--- src/rtl/div_iter_pkg.sv ---
// Shared definitions for the iterative divider: FSM encoding and step-counter sizing.
package div_iter_pkg;

  typedef enum logic [1:0] {
    IDLE = 2'd0,
    CALC = 2'd1,
    DONE = 2'd2
  } state_t;

  function automatic int cnt_w(input int width);
    return $clog2(width + 1);
  endfunction

endpackage

--- src/rtl/div_iter_if.sv ---
// Request/response bundle between a divider client (master) and the divider (slave).
interface div_iter_if #(
  parameter int WIDTH = 9
);
  logic             start;
  logic             signed_mode;
  logic [WIDTH-1:0] dividend;
  logic [WIDTH-1:0] divisor;
  logic             busy;
  logic             done;
  logic [WIDTH-1:0] quotient;
  logic [WIDTH-1:0] remainder;
  logic             div_zero;
  logic             overflow;

  modport master (
    output start, signed_mode, dividend, divisor,
    input  busy, done, quotient, remainder, div_zero, overflow
  );

  modport slave (
    input  start, signed_mode, dividend, divisor,
    output busy, done, quotient, remainder, div_zero, overflow
  );
endinterface

--- src/rtl/div_step.sv ---
// One restoring shift-subtract stage: shift in the next dividend bit, subtract divisor if it fits.
module div_step #(
  parameter int WIDTH = 9
) (
  input  logic [WIDTH:0]   rem_in,
  input  logic             bit_in,
  input  logic [WIDTH-1:0] dvs,
  output logic [WIDTH:0]   rem_out,
  output logic             q_bit
);
  logic [WIDTH+1:0] ext, diff;

  assign ext     = {rem_in, bit_in};
  // Partial remainder stays below the divisor, so the top bit of diff is a clean borrow.
  assign diff    = ext - {2'b00, dvs};
  assign q_bit   = ~diff[WIDTH+1];
  assign rem_out = q_bit ? diff[WIDTH:0] : ext[WIDTH:0];
endmodule

--- src/rtl/div_iter.sv ---
// Iterative restoring divider, one quotient bit per cycle, signed/unsigned with zero and overflow flags.
module div_iter
  import div_iter_pkg::*;
#(
  parameter int WIDTH = 9
) (
  input  logic      clk,
  input  logic      rst_n,
  div_iter_if.slave bus
);
  localparam int              CW       = cnt_w(WIDTH);
  localparam logic [CW-1:0]   LAST     = CW'(WIDTH - 1);
  localparam logic [WIDTH-1:0] MOST_NEG = {1'b1, {(WIDTH-1){1'b0}}};

  state_t           state, nxt;
  logic [CW-1:0]    cnt;
  logic [WIDTH:0]   prem, prem_nxt;
  logic [WIDTH-1:0] dq, dvs;
  logic             q_bit, neg_q, neg_r, dz, ovf;
  logic             dvd_neg, dvs_neg;
  logic [WIDTH-1:0] dvd_mag, dvs_mag;
  logic [WIDTH-1:0] quo, rmd;
  logic             done_r, dz_o, ovf_o;

  assign dvd_neg = bus.signed_mode & bus.dividend[WIDTH-1];
  assign dvs_neg = bus.signed_mode & bus.divisor[WIDTH-1];
  assign dvd_mag = dvd_neg ? -bus.dividend : bus.dividend;
  assign dvs_mag = dvs_neg ? -bus.divisor  : bus.divisor;

  div_step #(.WIDTH(WIDTH)) u_step (
    .rem_in  (prem),
    .bit_in  (dq[WIDTH-1]),
    .dvs     (dvs),
    .rem_out (prem_nxt),
    .q_bit   (q_bit)
  );

  always_ff @(posedge clk or negedge rst_n) begin
    if (!rst_n) state <= IDLE;
    else        state <= nxt;
  end

  always_comb begin
    nxt = state;
    case (state)
      IDLE:    if (bus.start) nxt = (bus.divisor == '0) ? DONE : CALC;
      CALC:    if (cnt == LAST) nxt = DONE;
      DONE:    nxt = IDLE;
      default: nxt = IDLE;
    endcase
  end

  // dq starts as the dividend magnitude and fills with quotient bits from the LSB.
  always_ff @(posedge clk or negedge rst_n) begin
    if (!rst_n) begin
      cnt    <= '0;
      prem   <= '0;
      dq     <= '0;
      dvs    <= '0;
      neg_q  <= 1'b0;
      neg_r  <= 1'b0;
      dz     <= 1'b0;
      ovf    <= 1'b0;
      quo    <= '0;
      rmd    <= '0;
      dz_o   <= 1'b0;
      ovf_o  <= 1'b0;
      done_r <= 1'b0;
    end else begin
      done_r <= 1'b0;
      case (state)
        IDLE: if (bus.start) begin
          cnt <= '0;
          dz  <= (bus.divisor == '0);
          ovf <= bus.signed_mode && (bus.dividend == MOST_NEG) && (&bus.divisor);
          if (bus.divisor == '0) begin
            prem  <= {1'b0, bus.dividend};
            dq    <= '0;
            dvs   <= '0;
            neg_q <= 1'b0;
            neg_r <= 1'b0;
          end else begin
            prem  <= '0;
            dq    <= dvd_mag;
            dvs   <= dvs_mag;
            neg_q <= dvd_neg ^ dvs_neg;
            neg_r <= dvd_neg;
          end
        end
        CALC: begin
          prem <= prem_nxt;
          dq   <= {dq[WIDTH-2:0], q_bit};
          cnt  <= cnt + 1'b1;
        end
        DONE: begin
          quo    <= neg_q ? -dq : dq;
          rmd    <= neg_r ? -prem[WIDTH-1:0] : prem[WIDTH-1:0];
          dz_o   <= dz;
          ovf_o  <= ovf;
          done_r <= 1'b1;
        end
        default: ;
      endcase
    end
  end

  assign bus.busy      = (state != IDLE);
  assign bus.done      = done_r;
  assign bus.quotient  = quo;
  assign bus.remainder = rmd;
  assign bus.div_zero  = dz_o;
  assign bus.overflow  = ovf_o;
endmodule
--- src/flat_wrapper.sv ---
// flat-port wrapper written by rule: the top's interface ports become plain ports
module div_iter_flat import div_iter_pkg::*;
#(
  parameter int WIDTH = 9
)
  (clk, rst_n, bus_start, bus_signed_mode, bus_dividend, bus_divisor, bus_busy, bus_done, bus_quotient, bus_remainder, bus_div_zero, bus_overflow);
  div_iter_if #(.WIDTH(WIDTH)) bus_i ();
  input  logic clk;
  input  logic rst_n;
  input wire logic [$bits(bus_i.start)-1:0] bus_start;
  input wire logic [$bits(bus_i.signed_mode)-1:0] bus_signed_mode;
  input wire logic [$bits(bus_i.dividend)-1:0] bus_dividend;
  input wire logic [$bits(bus_i.divisor)-1:0] bus_divisor;
  output wire logic [$bits(bus_i.busy)-1:0] bus_busy;
  output wire logic [$bits(bus_i.done)-1:0] bus_done;
  output wire logic [$bits(bus_i.quotient)-1:0] bus_quotient;
  output wire logic [$bits(bus_i.remainder)-1:0] bus_remainder;
  output wire logic [$bits(bus_i.div_zero)-1:0] bus_div_zero;
  output wire logic [$bits(bus_i.overflow)-1:0] bus_overflow;
  assign bus_i.start = bus_start;
  assign bus_i.signed_mode = bus_signed_mode;
  assign bus_i.dividend = bus_dividend;
  assign bus_i.divisor = bus_divisor;
  assign bus_busy = bus_i.busy;
  assign bus_done = bus_i.done;
  assign bus_quotient = bus_i.quotient;
  assign bus_remainder = bus_i.remainder;
  assign bus_div_zero = bus_i.div_zero;
  assign bus_overflow = bus_i.overflow;
  div_iter #(.WIDTH(WIDTH)) u_core (.clk(clk), .rst_n(rst_n), .bus(bus_i));
endmodule
--- config.mk ---
export PLATFORM = sky130hd
export DESIGN_NAME = div_iter_flat
export DESIGN_NICKNAME = d
export VERILOG_FILES = /design/src/rtl/div_iter_pkg.sv /design/src/rtl/div_iter_if.sv /design/src/rtl/div_step.sv /design/src/rtl/div_iter.sv /design/src/flat_wrapper.sv
export SDC_FILE = /design/constraint.sdc
export NUM_CORES = 1
export LEC_CHECK = 0
export ABC_AREA = 1
export CORE_ASPECT_RATIO = 1.2
export CORE_MARGIN = 5
export CORE_UTILIZATION = 55
export CTS_BUF_LIST = sky130_fd_sc_hd__clkbuf_16
export CTS_CLUSTER_DIAMETER = 120
export CTS_CLUSTER_SIZE = 24
export DETAILED_ROUTE_END_ITERATION = 8
export HOLD_SLACK_MARGIN = 0.03
export PLACE_DENSITY = 0.78
export SLEW_MARGIN = 30
export SYNTH_ARGS = -nofsm -noshare
export SYNTH_HDL_FRONTEND = slang
export SYNTH_HIERARCHICAL = 1
export SYNTH_SLANG_ARGS = --single-unit
--- constraint.sdc ---
create_clock -name clk -period 5.15 [get_ports clk]
set_input_delay 1.03 -clock clk [delete_from_list [all_inputs] [get_ports clk]]
set_output_delay 1.03 -clock clk [all_outputs]
set_load 0.05 [all_outputs]
== Yosys cells after proc, flatten, opt, wreduce, memory -nomap -nowiden ==
Cells that the tools add are included.
Storage, ports and cells
  bits in registers: 59
  logic and storage cells: 61
Cells by class
  add/sub/neg operators: 6
  eq/ne operators: 6
  multiplexer cells: 21
  bitwise operators: 4
  reductions and logical operators: 10
Operators with widths (number)
  $mux 9: 8
  $neg 9->9: 4
  $mux 10: 2
  $pmux 10 s2: 1
  $pmux 9 s2: 1
  $sub 11x9->11: 1
  $eq 9x9->1 const B: 1
  $logic_not 9->1: 1
  $reduce_and 9->1: 1
  $pmux 4 s2: 1
  $mux 2: 3
  $reduce_and 2->1: 3
  $add 4x1->4 const B: 1
  $eq 4x4->1 const B: 1
  $mux 4: 1
  $pmux 2 s2: 1
  $reduce_bool 2->1: 2
  $mux 1: 3
  $and 1x1->1: 2
  $eq 2x1->1 const B: 1
  $eq 2x2->1 const B: 1
  $logic_and 1x1->1: 2
  $logic_not 2->1: 1
  $ne 2x1->1 const B: 1
  3 further kinds: 3

== Depth between registers and ports, before layout ==
  depth after elaboration: 5
  mapped depth: 15
  depth with buffers taken out: 14

== By module ==
Netlist, hierarchy kept.
Modules (own cells, without submodules)
  div_iter: times used 1, cells an instance 432, area each 3271.9 sq um
  div_step: times used 1, cells an instance 143, area each 742.0 sq um

== Least setup slack after synthesis ==
Ideal clock, no wire load.
  path type: input to register
  start point: input bus_divisor[0]
  end point: register u_core.prem[3]
  arrival: 2.244 ns
  data required time: 5.067 ns
  path slack: 2.823 ns
  stages on the path: 9
  path buffers: 0
  cell sequence: inv_1 > ha_1 > nand3_1 > nor3_1 > ha_1 > inv_1 > o21ai_0 > o21ai_0 > o21ai_0
Between the ends
  word-level cells in the longest chain between the ends: 4
RTL lines
  from (decl): RTL line flat_wrapper.sv:13  | input wire logic [$bits(bus_i.divisor)-1:0] bus_divisor;
  $logic_not 9->1: RTL line div_iter.sv:76  | if (bus.divisor == '0) begin
  $mux 9: RTL line div_iter.sv:76
  $mux 10: RTL line div_iter.sv:72  | IDLE: if (bus.start) begin
  $pmux 10 s2: RTL line div_iter.sv:71  | case (state)
  to (signal assigned): RTL line div_iter.sv:77  | prem <= {1'b0, bus.dividend};
  to (signal assigned): RTL line div_iter.sv:91  | prem <= prem_nxt;
  to (decl): RTL line div_iter.sv:17  | logic [WIDTH:0] prem, prem_nxt;
No other way between the ends. The select of a mux whose other input is x is not followed.
A chain may end at the register's enable or synchronous reset.

== Worst setup path after layout ==
  start point: input bus_divisor[1]
  end point: register u_core.prem[3]
The elaborated chain is that of the path after synthesis.

==> summary.md <==
| Metric | Value |
|---|---|
| Max cap viols | 0 |
| Distinct cells, synth | 35 |
| Period utilization | 0.540 |
| Cell Rows | 34 |
| Req. time, crit path | between 5 and 6 ns |
| Design area | between 0.004 and 0.005 mm² |
| Worst-Margin Slew | around 0.74 ns |
| Syn_area_per_cell | around 7 µm² |
| Die outline area | ~0.0091 mm² |
| Synth area leaders | dfrtp_1, nand2_1, nand3_1, inv_1, ha_1 |
| Number of H-tree levels | 3 |
| Layout fillers | roughly 670 |
| Layout Nets | about 660 |
| Share of cells above drive strength 1 | 0.0645 |
| Crit end category | flop |
| Placed cell count | just under 700 |
| WL final | between 10 and 15 mm |
| Total congestion overflow | 0 |
| Outcome | completed |
| Async set-reset flop share out of synthesis | 1.00 |
| Synth Register Bits | about 60 |
| DIE HEIGHT | 104 µm |
| Total number of vias | 3889 |
| Dpl hpwl | between 7 and 8 mm |
| Reg2reg start | u_core/dq[8] |
| Setup bufs post-CTS | 0 |
| FF+latch area | about 0.0015 mm² |
| Clock-pin slew on the worst setup and hold paths | ~0.05 ns |
| Sequential area share after synthesis | 0.368 |
| Critical path launch point type | input pin |
| Unrepaired setup endpoints after global routing | false |
| Syn_nets | about 620 |
| Placer Congestion | 0.982 |
| Layout Cells excl Fill | 710 |
| Cell accounting for the most synthesized area | dfrtp_1 |
| GRT Util Overall | 0.232 |
| CTS tree | yes |
| Post-route ant nets | 0 |
| Horiz. Die Dim | just under 90 µm |
| P per Cell Area | slightly above 700 mW/mm² |
| Antenna violations before repair | 0 |
| Relative max-transition margin | 0.509 |
| Total CTS buffers | 9 |
| EDFF count, synth | 0 |
| Ports | 44 |
| Peak Freq | between 300 and 400 MHz |
| Setup-failing EPs final | 0 |
| Top_reg_cell synth | dfrtp_1 |
| Count of final hold-check violations | 0 |
| Max Slew Vio Count | 0 |
| Hold Buf Count CTS | 0 |
| First-pass DRT Iterations | 5 |
| Post-synth top area share | 0.368 |
| Min-Delay Path Class | reg -> reg |
| Footprint of the multi-input gates | 0.00213 mm² |
| Worst Path Arrival | 3.02 ns |
| Hold_sp | u_core/bus.quotient[6] |
| Peak VDD IR | 357 µV |
| Final Total Pwr | approximately 3.4 mW |
| # DRC | 0 |
| Clk sinks | 59 |
| CTS resizes | 0 |
| Wirelength per Cell | around 14 µm |
| Worst Setup Path Type | in -> reg |
| Skew-Pair Late Insertion Delay | ~0.32 ns |
| # diodes | 0 |
| Root buf cell | clkbuf_16 |
| First-pass GRT wire length | 17.0 mm |
| Placed cell areas | about 0.0045 mm² |
| Final min period | 2.78 ns |
| Fin Setup TNS | 0 ns |
| Gate Count Post-Synth | between 500 and 600 |
| Setup crit start | bus_divisor[1] |
| P&R area growth vs syn | 18.4% |
| Worst Skew | 0.00635 ns |
| YS warnings | 6 |
| Core footprint | 0.00719 mm² |
| Crit Path Max Fanout | 9 |
| Initial Util | 0.558 |
| Pin count of the biggest net entering global routing | 60 |
| Port-buffer cells | 43 |
| Initial drt markers | around 250 |
| LEAKAGE | about 2.5 nW |
| Post-synthesis cell area | around 0.0040 mm² |
| Vias in the first global route | between 3000 and 4000 |
| CTS max path bufs | 2 |
| DR vias/cell | around 5.5 |
[worst max-delay path: stages]
cell,delay [ns]
clkdlybuf4s50_1,0.42
inv_1,0.12
ha_1,0.20
nand3_1,0.11
nor3_1,0.26
ha_1,0.28
inv_1,0.16
o21ai_0,0.19
o21ai_0,0.10
o21ai_0,0.15
[power by group]
| group | internal (mW) | switching, mW | total, mW |
|---|---|---|---|
| Combinational | 0.683 | 1.23 | 1.91 |
| Clock | 0.368 | 0.204 | 0.571 |
| Sequential | 0.662 | 0.211 | 0.874 |
| Total | 1.71 | 1.64 | 3.35 |
[cell usage in the layout, fill, tap and decap left out, types with 10 or more instances in the layout]
cell type / Yosys / routed
a21oi_1: 11 / 11
o21ai_0: 44 / 44
nor2_1: 40 / 40
dfrtp_1: 59 / 59
nand2_1: 175 / 175
inv_1: 78 / 79
ha_1: 19 / 19
nand3_1: 60 / 60
clkdlybuf4s50_1: 0 / 42
o211ai_1: 10 / 10
[cell usage after synthesis (3+ instances only)]
| cell | instances |
|---|---|
| nand2_1 | 175 |
| inv_1 | 78 |
| nand3_1 | 60 |
| dfrtp_1 | 59 |
| o21ai_0 | 44 |
| nor2_1 | 40 |
| ha_1 | 19 |
| a21oi_1 | 11 |
| o211ai_1 | 10 |
| xor2_1 | 9 |
| buf_2 | 8 |
| o21ai_1 | 7 |
| inv_2 | 6 |
| nand2_2 | 6 |
| a22oi_1 | 5 |
| nor3_1 | 5 |
| buf_4 | 3 |
| nand3_2 | 3 |
| nand4_1 | 3 |
| nor2_2 | 3 |
[through the flow]
step	utilization	setup slack [ns]	hold slack (ns)
2_1_floorplan	-	2.82	0.449
3_3_place_gp	0.621	2.21	0.458
3_5_place_dp	0.621	2.10	0.465
4_1_cts	0.661	2.39	0.478
5_1_grt	0.661	2.15	0.502
6_report	0.661	2.37	0.474
[final timing paths]
path	slack, ns	cells past startpoint	end
worst max-delay path	2.37	10	u_core/prem[3]
worst min-delay path	0.47	2	u_core/bus.quotient[6]
worst max register to register	2.81	11	u_core/prem[1]
worst min register to register	0.47	2	u_core/bus.quotient[6]
max in group asynchronous	3.80	2	u_core/dvs[5]
min in group asynchronous	0.85	2	u_core/bus.remainder[6]
[kinds of logic (layout without fill, tap and decap cells)]
group / Yosys count / after routing / share of synthesized area
AND/OR/NAND/NOR: 301 / 301 / 0.322
buffers and inverters: 99 / 144 / 0.102
AO/OA/AOI/OAI: 85 / 85 / 0.120
flip-flops: 59 / 59 / 0.368
adder cells (fa/ha/maj): 20 / 20 / 0.0642
XOR/XNOR: 11 / 11 / 0.0240
[flip-flops by register name, summed over array words and instances, names as in the netlist]
signal                cells
u_core/dq                 9
u_core/neg_r              1
u_core/dz                 1
u_core/cnt                4
u_core/bus.quotient       9
u_core/prem              10
u_core/neg_q              1
u_core/bus.remainder      9
u_core/ovf                1
u_core/bus.div_zero       1
u_core/dvs                9
u_core/state              2
u_core/bus.done           1
u_core/bus.overflow       1
[final cells by class]
cell class | count | share of cell area
clock buffers | 9 | 0.0474
clock inverters | 7 | 0.0126
flip-flops and latches | 59 | 0.311
repair buffers | 44 | 0.0911
well taps | 90 | 0.0237
inverters | 84 | 0.0664
multi-input cells | 417 | 0.448
[metal layers]
metal / part of all wire / GRT usage / up-vias
met3: 0.062 / 0.0413 / 16
met2: 0.50 / 0.380 / 121
li1: - / - / 1937
met4: 0.020 / 0.0746 / 0
met1: 0.42 / 0.306 / 1815
met5: 0 / 0 / -
(Power assumes the default switching activity.)
==> variant, RTL diff (same flow settings) <==
Encoding of `state_t`: now one-hot (3 bits for 3 states).
--- a/src/rtl/div_iter_pkg.sv
+++ b/src/rtl/div_iter_pkg.sv
@@ -1,10 +1,10 @@
 // Shared definitions for the iterative divider: FSM encoding and step-counter sizing.
 package div_iter_pkg;
 
-  typedef enum logic [1:0] {
-    IDLE = 2'd0,
-    CALC = 2'd1,
-    DONE = 2'd2
+  typedef enum logic [2:0] {
+    IDLE = 3'b001,
+    CALC = 3'b010,
+    DONE = 3'b100
   } state_t;
 
   function automatic int cnt_w(input int width);
Behaviour: no difference found for any inputs over 10 cycles, from zero or initial values and one cycle with rst_n low; not proved beyond that.
==> variant against the unedited design <==
Sequential power is 0.9% higher. Register-to-register slack worse by 70 ps. Routed wire length is 4.4% higher. Sequential cell count is 1 higher. Total power is 1.5% higher. Design area is 3.0% higher. Cell count is 2.7% higher. Die area is 4.6% higher. Largest cell class unchanged. Hold slack better by 6.9 ps. Via count is 2.8% higher. Worst setup slack worse by 280 ps. Synthesized area is 5.1% higher. Critical path depth stayed put. Largest power group unchanged.
==> variant: results (changes against the unedited design) <==
metric,value,unit,change
grt_pass1_wl,17700,um,+4.1%
crit_path_top_delay_cell,clkdlybuf4s50_1,,
h-tree-depth,3,,unchanged
dpl.hpwl,7900,um,+2.3%
largest_reg_flops,10,,unchanged
hold_path_class,flop to flop,,
cts_buffers,9,,unchanged
grt_max_degree,61,,+1.7%
vdd_drop_max,467,uV,+31%
slew_headroom,0.500,,-0.00934
cp_max_fo,8,,-1
clk_pin_slew,50,ps,about the same
drive_gt1_frac,0.0863,,+0.0218
synth_fp_nets,635,,+2.9%
synth_area_leaders,"dfrtp_1 35%, nand2_1 17%, nand3_1 8.2%, inv_1 7.6%, ha_1 5.6%",,
status,"complete, no violations",,
top_register,u_core/prem,,
place_congestion,0.933,,-5.0%
grt_pass1_vias,3781,,+5.8%
path_delay_family,buffers and inverters,,
cts_resized,0,,unchanged
via_count,3996,,+2.8%
place_area,4640,um2,+3.8%
drt_iter0_drc,290,,+16%
synthTopCellsByCount,"189 x nand2_1, 86 x inv_1, 69 x nand3_1, 59 x dfrtp_1, 38 x nor2_1",,
cts-root-buf,clkbuf_16,,
grt_usage,0.227,,-0.00475
insertion_delay,320,ps,about the same
ys_async_sr_fraction,1.00,,unchanged
wl,10600,um,+4.4%
synth_top_flop_cell,dfrtp_1,,
pre_cts_slack,1890,ps,-210 ps
synth_seq_area_share,0.356,,-0.0118
ys_types,38,,+8.6%
numPortBuffers,43,,unchanged
firstDrtPassIters,5,,unchanged
critical-path-max-stage-delay,420,ps,about the same
postCtsSetupBuffers,0,,unchanged
fillers,691,,+3.3%
synth-edff-count,0,,unchanged
final_nets,675,,+2.7%
antenna_found_initial,0,,unchanged
p_leak,2.53,nW,+2.9%
finalClockSkew,5.75,ps,-0.598 ps
synth_top_cell_area_share,0.350,,-0.0180
cts_max_path_buffers,2,,unchanged
crit_arrival,3300,ps,+280 ps
variant: cell types whose count changed after synthesis, sizes merged, moves of 4 or more:
cell,unedited run,this run
a21oi,12,7
o21ai,51,47
a22oi,5,0
nand3,63,71
nand2,181,196
inv,84,90
variant: logic make-up after synthesis:
logic type | share of synthesized area
simple gates | 0.330
flops | 0.356
compound gates | 0.112
xor+xnor | 0.0270
fa+ha+maj | 0.0611
buf+inv | 0.114
variant: layout make-up:
| class | instances | share of cell area |
|---|---|---|
| Multi-Input combinational cell | 426 | 0.457 |
| Sequential cell | 60 | 0.307 |
| Inverter | 91 | 0.0698 |
| Clock inverter | 6 | 0.00665 |
| Clock buffer | 9 | 0.0460 |
| Timing Repair Buffer | 45 | 0.0900 |
| Tap cell | 92 | 0.0235 |
variant: worst paths after layout:
check	startpoint	end	slack [ps]	cells after the start
min in group asynchronous	rst_n	u_core/bus.overflow$_DFFE_PN0P_	850	2
worst min register to register	u_core/bus.remainder[8]$_DFFE_PN0P_	u_core/bus.remainder[8]$_DFFE_PN0P_	480	2
worst max-delay path	bus_divisor[0]	u_core/prem[2]$_DFFE_PN0P_	2090	10
worst min-delay path	u_core/bus.remainder[8]$_DFFE_PN0P_	u_core/bus.remainder[8]$_DFFE_PN0P_	480	2
max in group asynchronous	rst_n	u_core/cnt[3]$_DFFE_PN0P_	3800	2
worst max register to register	u_core/dq[8]$_DFFE_PN0P_	u_core/prem[1]$_DFFE_PN0P_	2740	11
variant: power by group:
group	leakage, nW	switching (mW)	internal [mW]
clock	0.124	0.200	0.317
combinational	1.64	1.33	0.675
sequential	0.773	0.216	0.667
total	2.53	1.75	1.66
variant: worst register-to-register path, cell delays in order (launching register included):
cell and delay, ps:
dfrtp_1 460, inv_1 80, ha_1 210, fa_1 430, inv_1 110, nand3_2 110, nand4_2 250, nand2_2 200
nand2_1 100, nand2_1 70, o211ai_1 180, o21ai_1 90
variant: stage by stage:
stage / cells / utilization
finish: 729 / 0.646
global route: 729 / 0.646
CTS: 729 / 0.646
detailed placement: 714 / 0.612
global placement: 714 / 0.612
floorplan: 593 / -
variant: metal layers:
metal	GRT usage	up-vias	wire length, um
met5	0	-	0
met4	0.0745	0	197
met3	0.0382	20	597
met2	0.396	138	5450
met1	0.285	1869	4360
li1	-	1969	-
